<file path="config.mk">
export PLATFORM = sky130hd
export DESIGN_NAME = pll_lock_supervisor_flat
export DESIGN_NICKNAME = d
export VERILOG_FILES = /design/src/rtl/pll_lock_supervisor_if.sv /design/src/rtl/pll_lock_supervisor.sv /design/src/flat_wrapper.sv
export SDC_FILE = /design/constraint.sdc
export NUM_CORES = 1
export LEC_CHECK = 0
export ABC_CLOCK_PERIOD_IN_PS = 4300
export BUFFER_PORTS_ARGS = -buffer_cell sky130_fd_sc_hd__buf_2
export CORE_MARGIN = 3
export CORE_UTILIZATION = 50
export CTS_CLUSTER_SIZE = 40
export DETAILED_ROUTE_END_ITERATION = 8
export HOLD_SLACK_MARGIN = 0.03
export PLACE_DENSITY = 0.75
export SETUP_SLACK_MARGIN = 0.5
export SYNTH_ARGS = -nofsm -noshare
export SYNTH_HDL_FRONTEND = slang
export SYNTH_SLANG_ARGS = --single-unit
</file>
<file path="constraint.sdc">
create_clock -name clk -period 4.3 [get_ports clk]
set_input_delay 0.215 -clock clk [delete_from_list [all_inputs] [get_ports clk]]
set_output_delay 0.215 -clock clk [all_outputs]
set_load 0.01 [all_outputs]
</file>
<file path="src/rtl/pll_lock_supervisor_if.sv">
// Purpose : groups the PLL-side pins and supervisor status outputs of pll_lock_supervisor.
// Latency : none; plain wires with modports only.
// Backpressure: none; level signals only, no handshake.
//
// Signals:
//   pll_lock   raw PLL lock, asynchronous to the supervisor clock
//   pll_rst    active-high PLL reset
//   sys_rst_n  active-low downstream reset, released only while running
//   lock_ok    high only while running
//   fail       sticky failure flag after retries are exhausted
//   retry_cnt  lock timeouts since the last entry to the running state
//   loss_cnt   lock losses while running, saturating at 255
`timescale 1ns/1ps
interface pll_lock_supervisor_if;
    logic       pll_lock;
    logic       pll_rst;
    logic       sys_rst_n;
    logic       lock_ok;
    logic       fail;
    logic [3:0] retry_cnt;
    logic [7:0] loss_cnt;

    // Supervisor side
    modport master (
        input  pll_lock,
        output pll_rst,
        output sys_rst_n,
        output lock_ok,
        output fail,
        output retry_cnt,
        output loss_cnt
    );

    // PLL wrapper / reset tree side
    modport slave (
        output pll_lock,
        input  pll_rst,
        input  sys_rst_n,
        input  lock_ok,
        input  fail,
        input  retry_cnt,
        input  loss_cnt
    );
endinterface

</file>
<file path="src/rtl/pll_lock_supervisor.sv">
// Purpose : resets the video PLL, filters its lock and releases downstream reset after stable lock.
// Latency : lock to sys_rst_n release = LOCK_STABLE_CYCLES+3 edges; lock loss to re-reset = 3 edges.
// Backpressure: none; free-running supervisor, bounded retries then sticky fail.
//
// Ports:
//   clk    free-running init clock, independent of the PLL
//   rst_n  asynchronous active-low reset (synchronous deassertion assumed at the source)
//   sup    pll_lock_supervisor_if.master: pll_lock in; pll_rst, sys_rst_n, lock_ok,
//          fail, retry_cnt, loss_cnt out
`timescale 1ns/1ps
module pll_lock_supervisor #(
    parameter int RST_PULSE_CYCLES    = 100,
    parameter int LOCK_STABLE_CYCLES  = 1000,
    parameter int LOCK_TIMEOUT_CYCLES = 100000,
    parameter int MAX_RETRIES         = 7
) (
    input  logic                  clk,
    input  logic                  rst_n,
    pll_lock_supervisor_if.master sup
);

    // Counter sized to the largest terminal count, never narrower than 17 bits.
    localparam int MAX_A  = (RST_PULSE_CYCLES > LOCK_STABLE_CYCLES) ? RST_PULSE_CYCLES
                                                                     : LOCK_STABLE_CYCLES;
    localparam int MAX_P  = (MAX_A > LOCK_TIMEOUT_CYCLES) ? MAX_A : LOCK_TIMEOUT_CYCLES;
    localparam int CW     = ($clog2(MAX_P) > 17) ? $clog2(MAX_P) : 17;

    localparam logic [CW-1:0] RST_LAST     = CW'(RST_PULSE_CYCLES - 1);
    localparam logic [CW-1:0] STABLE_LAST  = CW'(LOCK_STABLE_CYCLES - 1);
    localparam logic [CW-1:0] TIMEOUT_LAST = CW'(LOCK_TIMEOUT_CYCLES - 1);
    localparam logic [3:0]    RETRY_MAX    = 4'(MAX_RETRIES);

    typedef enum logic [2:0] {
        ST_RESET     = 3'd0,
        ST_WAIT_LOCK = 3'd1,
        ST_STABLE    = 3'd2,
        ST_RUN       = 3'd3,
        ST_FAIL      = 3'd4
    } state_t;

    state_t        state_q;
    state_t        state_d;
    logic [1:0]    sync_q;
    logic          lock_s;
    logic [CW-1:0] cnt_q;
    logic [3:0]    retry_q;
    logic [7:0]    loss_q;
    logic          retry_inc;
    logic          loss_inc;
    logic          pll_rst_q;
    logic          sys_rst_n_q;
    logic          lock_ok_q;
    logic          fail_q;

    // Two-flop synchronizer; nothing downstream looks at the raw lock.
    always_ff @(posedge clk or negedge rst_n) begin
        if (!rst_n) begin
            sync_q <= 2'b00;
        end else begin
            sync_q <= {sync_q[0], sup.pll_lock};
        end
    end

    assign lock_s = sync_q[1];

    always_ff @(posedge clk or negedge rst_n) begin
        if (!rst_n) begin
            state_q <= ST_RESET;
        end else begin
            state_q <= state_d;
        end
    end

    always_comb begin
        state_d   = state_q;
        retry_inc = 1'b0;
        loss_inc  = 1'b0;
        case (state_q)
            ST_RESET: begin
                if (cnt_q == RST_LAST) begin
                    state_d = ST_WAIT_LOCK;
                end
            end
            ST_WAIT_LOCK: begin
                // Lock wins over a timeout landing on the same cycle.
                if (lock_s) begin
                    state_d = ST_STABLE;
                end else if (cnt_q == TIMEOUT_LAST) begin
                    if (retry_q == RETRY_MAX) begin
                        state_d = ST_FAIL;
                    end else begin
                        retry_inc = 1'b1;
                        state_d   = ST_RESET;
                    end
                end
            end
            ST_STABLE: begin
                // A drop here only restarts the wait; the PLL is not re-reset.
                if (!lock_s) begin
                    state_d = ST_WAIT_LOCK;
                end else if (cnt_q == STABLE_LAST) begin
                    state_d = ST_RUN;
                end
            end
            ST_RUN: begin
                if (!lock_s) begin
                    state_d  = ST_RESET;
                    loss_inc = 1'b1;
                end
            end
            ST_FAIL: begin
                state_d = ST_FAIL;
            end
            default: begin
                state_d = ST_RESET;
            end
        endcase
    end

    // Cycle counter: cleared on every state change, idle in RUN and FAIL.
    always_ff @(posedge clk or negedge rst_n) begin
        if (!rst_n) begin
            cnt_q <= '0;
        end else if (state_d != state_q) begin
            cnt_q <= '0;
        end else if (state_q == ST_RESET || state_q == ST_WAIT_LOCK || state_q == ST_STABLE) begin
            cnt_q <= cnt_q + CW'(1);
        end
    end

    // retry_cnt counts timeouts since the last RUN; loss_cnt saturates.
    always_ff @(posedge clk or negedge rst_n) begin
        if (!rst_n) begin
            retry_q <= 4'd0;
            loss_q  <= 8'd0;
        end else begin
            if (state_d == ST_RUN && state_q != ST_RUN) begin
                retry_q <= 4'd0;
            end else if (retry_inc) begin
                retry_q <= retry_q + 4'd1;
            end
            if (loss_inc && loss_q != 8'hFF) begin
                loss_q <= loss_q + 8'd1;
            end
        end
    end

    // Outputs decode the next state so they switch on the same edge as the state.
    always_ff @(posedge clk or negedge rst_n) begin
        if (!rst_n) begin
            pll_rst_q   <= 1'b1;
            sys_rst_n_q <= 1'b0;
            lock_ok_q   <= 1'b0;
            fail_q      <= 1'b0;
        end else begin
            pll_rst_q   <= (state_d == ST_RESET);
            sys_rst_n_q <= (state_d == ST_RUN);
            lock_ok_q   <= (state_d == ST_RUN);
            fail_q      <= (state_d == ST_FAIL);
        end
    end

    assign sup.pll_rst   = pll_rst_q;
    assign sup.sys_rst_n = sys_rst_n_q;
    assign sup.lock_ok   = lock_ok_q;
    assign sup.fail      = fail_q;
    assign sup.retry_cnt = retry_q;
    assign sup.loss_cnt  = loss_q;

endmodule
</file>
<file path="src/flat_wrapper.sv">
// flat-port wrapper written by rule: the top's interface ports become plain ports
module pll_lock_supervisor_flat 
#(
    parameter int RST_PULSE_CYCLES    = 100,
    parameter int LOCK_STABLE_CYCLES  = 1000,
    parameter int LOCK_TIMEOUT_CYCLES = 100000,
    parameter int MAX_RETRIES         = 7
)
  (clk, rst_n, sup_pll_lock, sup_pll_rst, sup_sys_rst_n, sup_lock_ok, sup_fail, sup_retry_cnt, sup_loss_cnt);
  pll_lock_supervisor_if sup_i ();
  input  logic clk;
  input  logic rst_n;
  input wire logic [$bits(sup_i.pll_lock)-1:0] sup_pll_lock;
  output wire logic [$bits(sup_i.pll_rst)-1:0] sup_pll_rst;
  output wire logic [$bits(sup_i.sys_rst_n)-1:0] sup_sys_rst_n;
  output wire logic [$bits(sup_i.lock_ok)-1:0] sup_lock_ok;
  output wire logic [$bits(sup_i.fail)-1:0] sup_fail;
  output wire logic [$bits(sup_i.retry_cnt)-1:0] sup_retry_cnt;
  output wire logic [$bits(sup_i.loss_cnt)-1:0] sup_loss_cnt;
  assign sup_i.pll_lock = sup_pll_lock;
  assign sup_pll_rst = sup_i.pll_rst;
  assign sup_sys_rst_n = sup_i.sys_rst_n;
  assign sup_lock_ok = sup_i.lock_ok;
  assign sup_fail = sup_i.fail;
  assign sup_retry_cnt = sup_i.retry_cnt;
  assign sup_loss_cnt = sup_i.loss_cnt;
  pll_lock_supervisor #(.RST_PULSE_CYCLES(RST_PULSE_CYCLES), .LOCK_STABLE_CYCLES(LOCK_STABLE_CYCLES), .LOCK_TIMEOUT_CYCLES(LOCK_TIMEOUT_CYCLES), .MAX_RETRIES(MAX_RETRIES)) u_core (.clk(clk), .rst_n(rst_n), .sup(sup_i));
endmodule
</file>
* After elaboration in Yosys (flattened, before gate mapping)
Cells that the tools add are included.
W data, S select, Z words.
** Word-level totals
- Bits in registers :: 37
- Bits in latches :: 0
- RAM bits :: 0
- ROM bits :: 0
- Bits of input ports :: 3
- Output and inout port bits :: 16
- Word-level logic and storage cells :: 50
- Memories kept :: 0
** Operators by class
- Add/sub/neg operators :: 3
- $mul :: 0
- Divide/modulo/power cells :: 0
- Magnitude comparators :: 0
- Equality and inequality tests :: 13
- Shift-type cells :: 0
- Muxes and demuxes :: 18
- Bitwise operators :: 0
- Reductions and logical operators :: 8
** Operator list (count)
- $mux W17 :: 2
- $mux W3 :: 7
- $add A17 B1 Y17 const B :: 1
- $eq A17 B10 Y1 const B :: 1
- $eq A17 B17 Y1 const B :: 1
- $eq A17 B7 Y1 const B :: 1
- $pmux W3 S5 :: 1
- $eq A3 B2 Y1 const B :: 3
- $add A8 B1 Y8 const B :: 1
- $mux W4 :: 2
- $ne A8 B8 Y1 const B :: 1
- $eq A3 B3 Y1 const B :: 2
- $logic_not A3 Y1 :: 2
- $mux W1 :: 6
- $add A4 B1 Y4 const B :: 1
- $eq A4 B3 Y1 const B :: 1
- $reduce_bool A2 Y1 :: 2
- $eq A3 B1 Y1 const B :: 1
- $ne A3 B2 Y1 const B :: 1
- $ne A3 B3 Y1 :: 1
- $logic_and A1 B1 Y1 :: 2
- $logic_or A1 B1 Y1 :: 2

* Depth between registers and ports, before layout
- Depth in word-level cells :: 8
- Gate-level depth with buffers :: 7
- Gate-level depth less buffers :: 6

* Worst setup path after synthesis
No wires, ideal clock.
- Kind :: reg-to-reg
- Start :: register u_core.cnt_q[0]
- End :: register u_core.cnt_q[10]
- Library setup time :: 0.128 ns
- Data arrival time :: 1.849 ns
- Data required time :: 4.172 ns
- Slack :: 2.322 ns
- Cell stages (with the launch flop) :: 8
- Path buffers :: 1
- Period minus slack after synthesis :: 1.978 ns
- Cells stage by stage :: dfrtp_1 > ha_1 > nor4b_1 > nand4_1 > or4b_4 > a31oi_2 > buf_6 > nor3_1
** On the way
- Word-level cells in the longest chain between the ends :: 6
- Elaborated cells between the ends (all ways) :: 14
- Classes of those cells :: 1 x add/sub; 4 x eq/ne; 8 x mux; 1 x reduce/logical
** RTL lines
- start: declaration :: line pll_lock_supervisor.sv:45 : logic [CW-1:0] cnt_q;
- start signal: assignment :: line pll_lock_supervisor.sv:127 : cnt_q <= cnt_q + CW'(1);
- $eq A17 B10 Y1 or $eq A17 B17 Y1 (tied branches) :: line pll_lock_supervisor.sv:101, pll_lock_supervisor.sv:88
- $mux W3 (on tied branches) :: line pll_lock_supervisor.sv:101, pll_lock_supervisor.sv:88
- $mux W3 (on tied branches) :: line pll_lock_supervisor.sv:99, pll_lock_supervisor.sv:86
- $pmux W3 S5 :: line pll_lock_supervisor.sv:78 : case (state_q)
- $ne A3 B3 Y1 :: line pll_lock_supervisor.sv:124 : end else if (state_d != state_q) begin
- $mux W17 or $reduce_bool A2 Y1 (tied branches)
Parallel ways exist; a longest one is shown, timed or not. The select of a mux whose other input is x is not followed.
A chain may end at the register's enable or synchronous reset.

* Worst setup path after layout
- Start :: register u_core.cnt_q[0]
- End :: register u_core.cnt_q[6]
The elaborated chain is that of the path after synthesis.

==> metrics.cfg <==
[power]
irDropWorstVdd_mv = 0.200
powerDensity_nw_per_um2 = 287
finalPower_mw = 0.611
power.leakage_nw = 0.982

[synthesis]
async_flop_share = 1.00
synth_warnings = 0
synth_cell_types = 44
syn_nets = 185
synth-main-ff-cell = dfrtp_1
postSynthAreaPerCell_sq_um = 10.7
netlist_instances = 179
synth_edf_count = 0
synth_seq_area_share = 0.485
synth_area_sq_um = 1910
synth_seq_cells = 37

[placement]
hpwl_mm = 2.80
post-place-ws_ps = 1910
placed_cells = 238
place_congestion = 0.870
postPlaceCellArea_sq_um = 2020
port_buffers = 18

[drt]
viasPerCell = 5.79
wl_per_cell_um = 15.4
drt_iter0_drc = 48
drc = 0
dr.pass1.iters = 4
ant_nets = 0
num_vias = 1437
finalWirelength_mm = 3.83

[die]
ioPinCount = 19
core_area_sq_um = 3490
fp.dieH_um = 67.8
std_cell_rows = 21
initial_core_util = 0.547
die-area_sq_um = 4600
die_x_um = 67.8

[sta]
final_max_slew_viol_count = 0
setup_viol = 0
tns_ps = 0
fmax_mhz = 419
slew_headroom = 0.471
clock_skew_ps = 6.95
rsz0062_at_grt = no
min_period_over_period = 0.556
min_period_ps = 2390
hold_viol = 0
timing.final.ws_setup_ps = 1910
hold_slack_ps = 357
worstMarginPinSlew_ps = 793

[cells_and_area]
design_area_sq_um = 2130
drive_gt1_frac = 0.188
syn_to_final_growth_pct = 11.5
final_cells = 248
antenna-diode-count = 0
nets = 207
n_fill_cell = 304
post-route-util = 0.610

[worst_setup_path]
critPathKind = reg2reg
slowest_delay_ps = 530
crit_chain = ha_1 > nor4b_1 > nand4_1 > or4b_4 > a31oi_2 > nor3_1
arrival_ps = 2540
reg2reg_depth = 6
cp.required_ps = 4450
start_kind = flip-flop
cpMaxStageDelayCell = a31oi_2
end_kind = flip-flop
critPathMaxFanout = 12

[clock_tree]
cts_hold_buffers = 2
path_clk_slew_ps = 70
ctsLongestPathBuffers = 2
clk_latency_ps = 290
cts.sinks = 37
cts-buffers-inserted = 5
cts_root_buffer = clkbuf_8
cts-htree-levels = 2
cts_resized = 0
post-cts-setup-buffer-count = 0
cts_tree = done

[global_route]
grt_use_total = 0.196
grt_overflow = 0
grt_first_pass_wirelength_mm = 6.66
grt_pass1_vias = 1473
grt_max_degree = 38
antenna_found_initial = 0

[worst_hold_path]
hold_class = reg2reg
min_path_cells = 0

[run]
max_cap_violations = 0

[status]
outcome = finished, final reports clean

-- placed cells by master (no fill, tap or decap), drive strengths merged, types with 5 or more instances in the layout --
| master | n |
|---|---|
| and4 | 5 |
| buf | 18 |
| clkbuf | 7 |
| dfrtp | 36 |
| inv | 5 |
| nand2 | 14 |
| nand3 | 6 |
| nand4 | 11 |
| nor2 | 14 |
| nor3 | 17 |
| xnor2 | 12 |
| xor2 | 14 |
-- registers in the layout (all words and copies together) (netlist names) --
name,cells
u_core.sup.loss_cnt,8
u_core.sup.sys_rst_n,1
u_core.sync_q,2
u_core.state_q,3
u_core.sup.retry_cnt,4
u_core.sup.pll_rst,1
u_core.sup.fail,1
u_core.cnt_q,17
-- kinds of logic after synthesis --
logic type                 after synthesis  synth area share
buffers and inverters                   10            0.0314
adders and majority gates                3            0.0196
AOI/OAI and AO/OA                       10            0.0498
DFF                                     37             0.485
and+or+nand+nor                         91             0.284
xor gates and xnor gates                26             0.119
muxes                                    2            0.0111
-- cell type report --
type                    count  area (sq um)  area share
inverters                   5          18.8     0.00881
flip-flops and latches     37           927       0.435
repair buffers             20           110      0.0517
clock inverters             1          7.51     0.00352
multi-input cells         132           923       0.433
well taps                  46          57.6      0.0270
clock buffers               7          86.3      0.0405
-- final timing paths --
path | to | from | slack (ps)
worst max register to register | u_core.cnt_q[6]$_DFFE_PN0P_ | u_core.cnt_q[0]$_DFFE_PN0P_ | 1910
worst min-delay path | u_core.sync_q[1]$_DFF_PN0_ | u_core.sync_q[0]$_DFF_PN0_ | 360
max in group asynchronous | u_core.cnt_q[3]$_DFFE_PN0P_ | rst_n | 3250
worst max-delay path | u_core.cnt_q[6]$_DFFE_PN0P_ | u_core.cnt_q[0]$_DFFE_PN0P_ | 1910
worst min register to register | u_core.sync_q[1]$_DFF_PN0_ | u_core.sync_q[0]$_DFF_PN0_ | 360
min in group asynchronous | u_core.state_q[2]$_DFF_PN0_ | rst_n | 550
-- per-layer routing --
| metal | global-route usage | up-vias | wire (um) |
|---|---|---|---|
| li1 | - | 690 | - |
| met3 | 0.0558 | 10 | 162 |
| met4 | 0.0844 | 0 | 63 |
| met2 | 0.320 | 33 | 1890 |
| met1 | 0.243 | 704 | 1710 |
| met5 | 0 | - | 0 |
-- worst max-delay path, delay by kind of cell (launching register included) --
family | cells | cell delay (ps)
AO/OA/AOI/OAI | 1 | 530
flip-flops | 1 | 390
adder cells (fa/ha/maj) | 1 | 250
AND/OR/NAND/NOR | 4 | 1070
-- Yosys cell counts (all sizes together) (3+ instances only) --
cell type | number | share of area
inv | 5 | 0.0098
xnor2 | 12 | 0.055
nand3 | 6 | 0.016
nand4 | 11 | 0.036
dfrtp | 36 | 0.47
ha | 3 | 0.020
nor2 | 14 | 0.028
xor2 | 14 | 0.064
nand2 | 14 | 0.028
nor3 | 17 | 0.045
buf | 4 | 0.020
a21oi | 3 | 0.0098
and4 | 5 | 0.023
nor3b | 3 | 0.012
and3 | 4 | 0.013
-- power by group --
part / switching [mW] / total, mW / internal [mW]
Sequential: 0.000860 / 0.350 / 0.349
Combinational: 0.00756 / 0.00973 / 0.00217
Clock: 0.121 / 0.251 / 0.130
Total: 0.129 / 0.611 / 0.481
No activity file was read; power rests on OpenSTA's default activity.
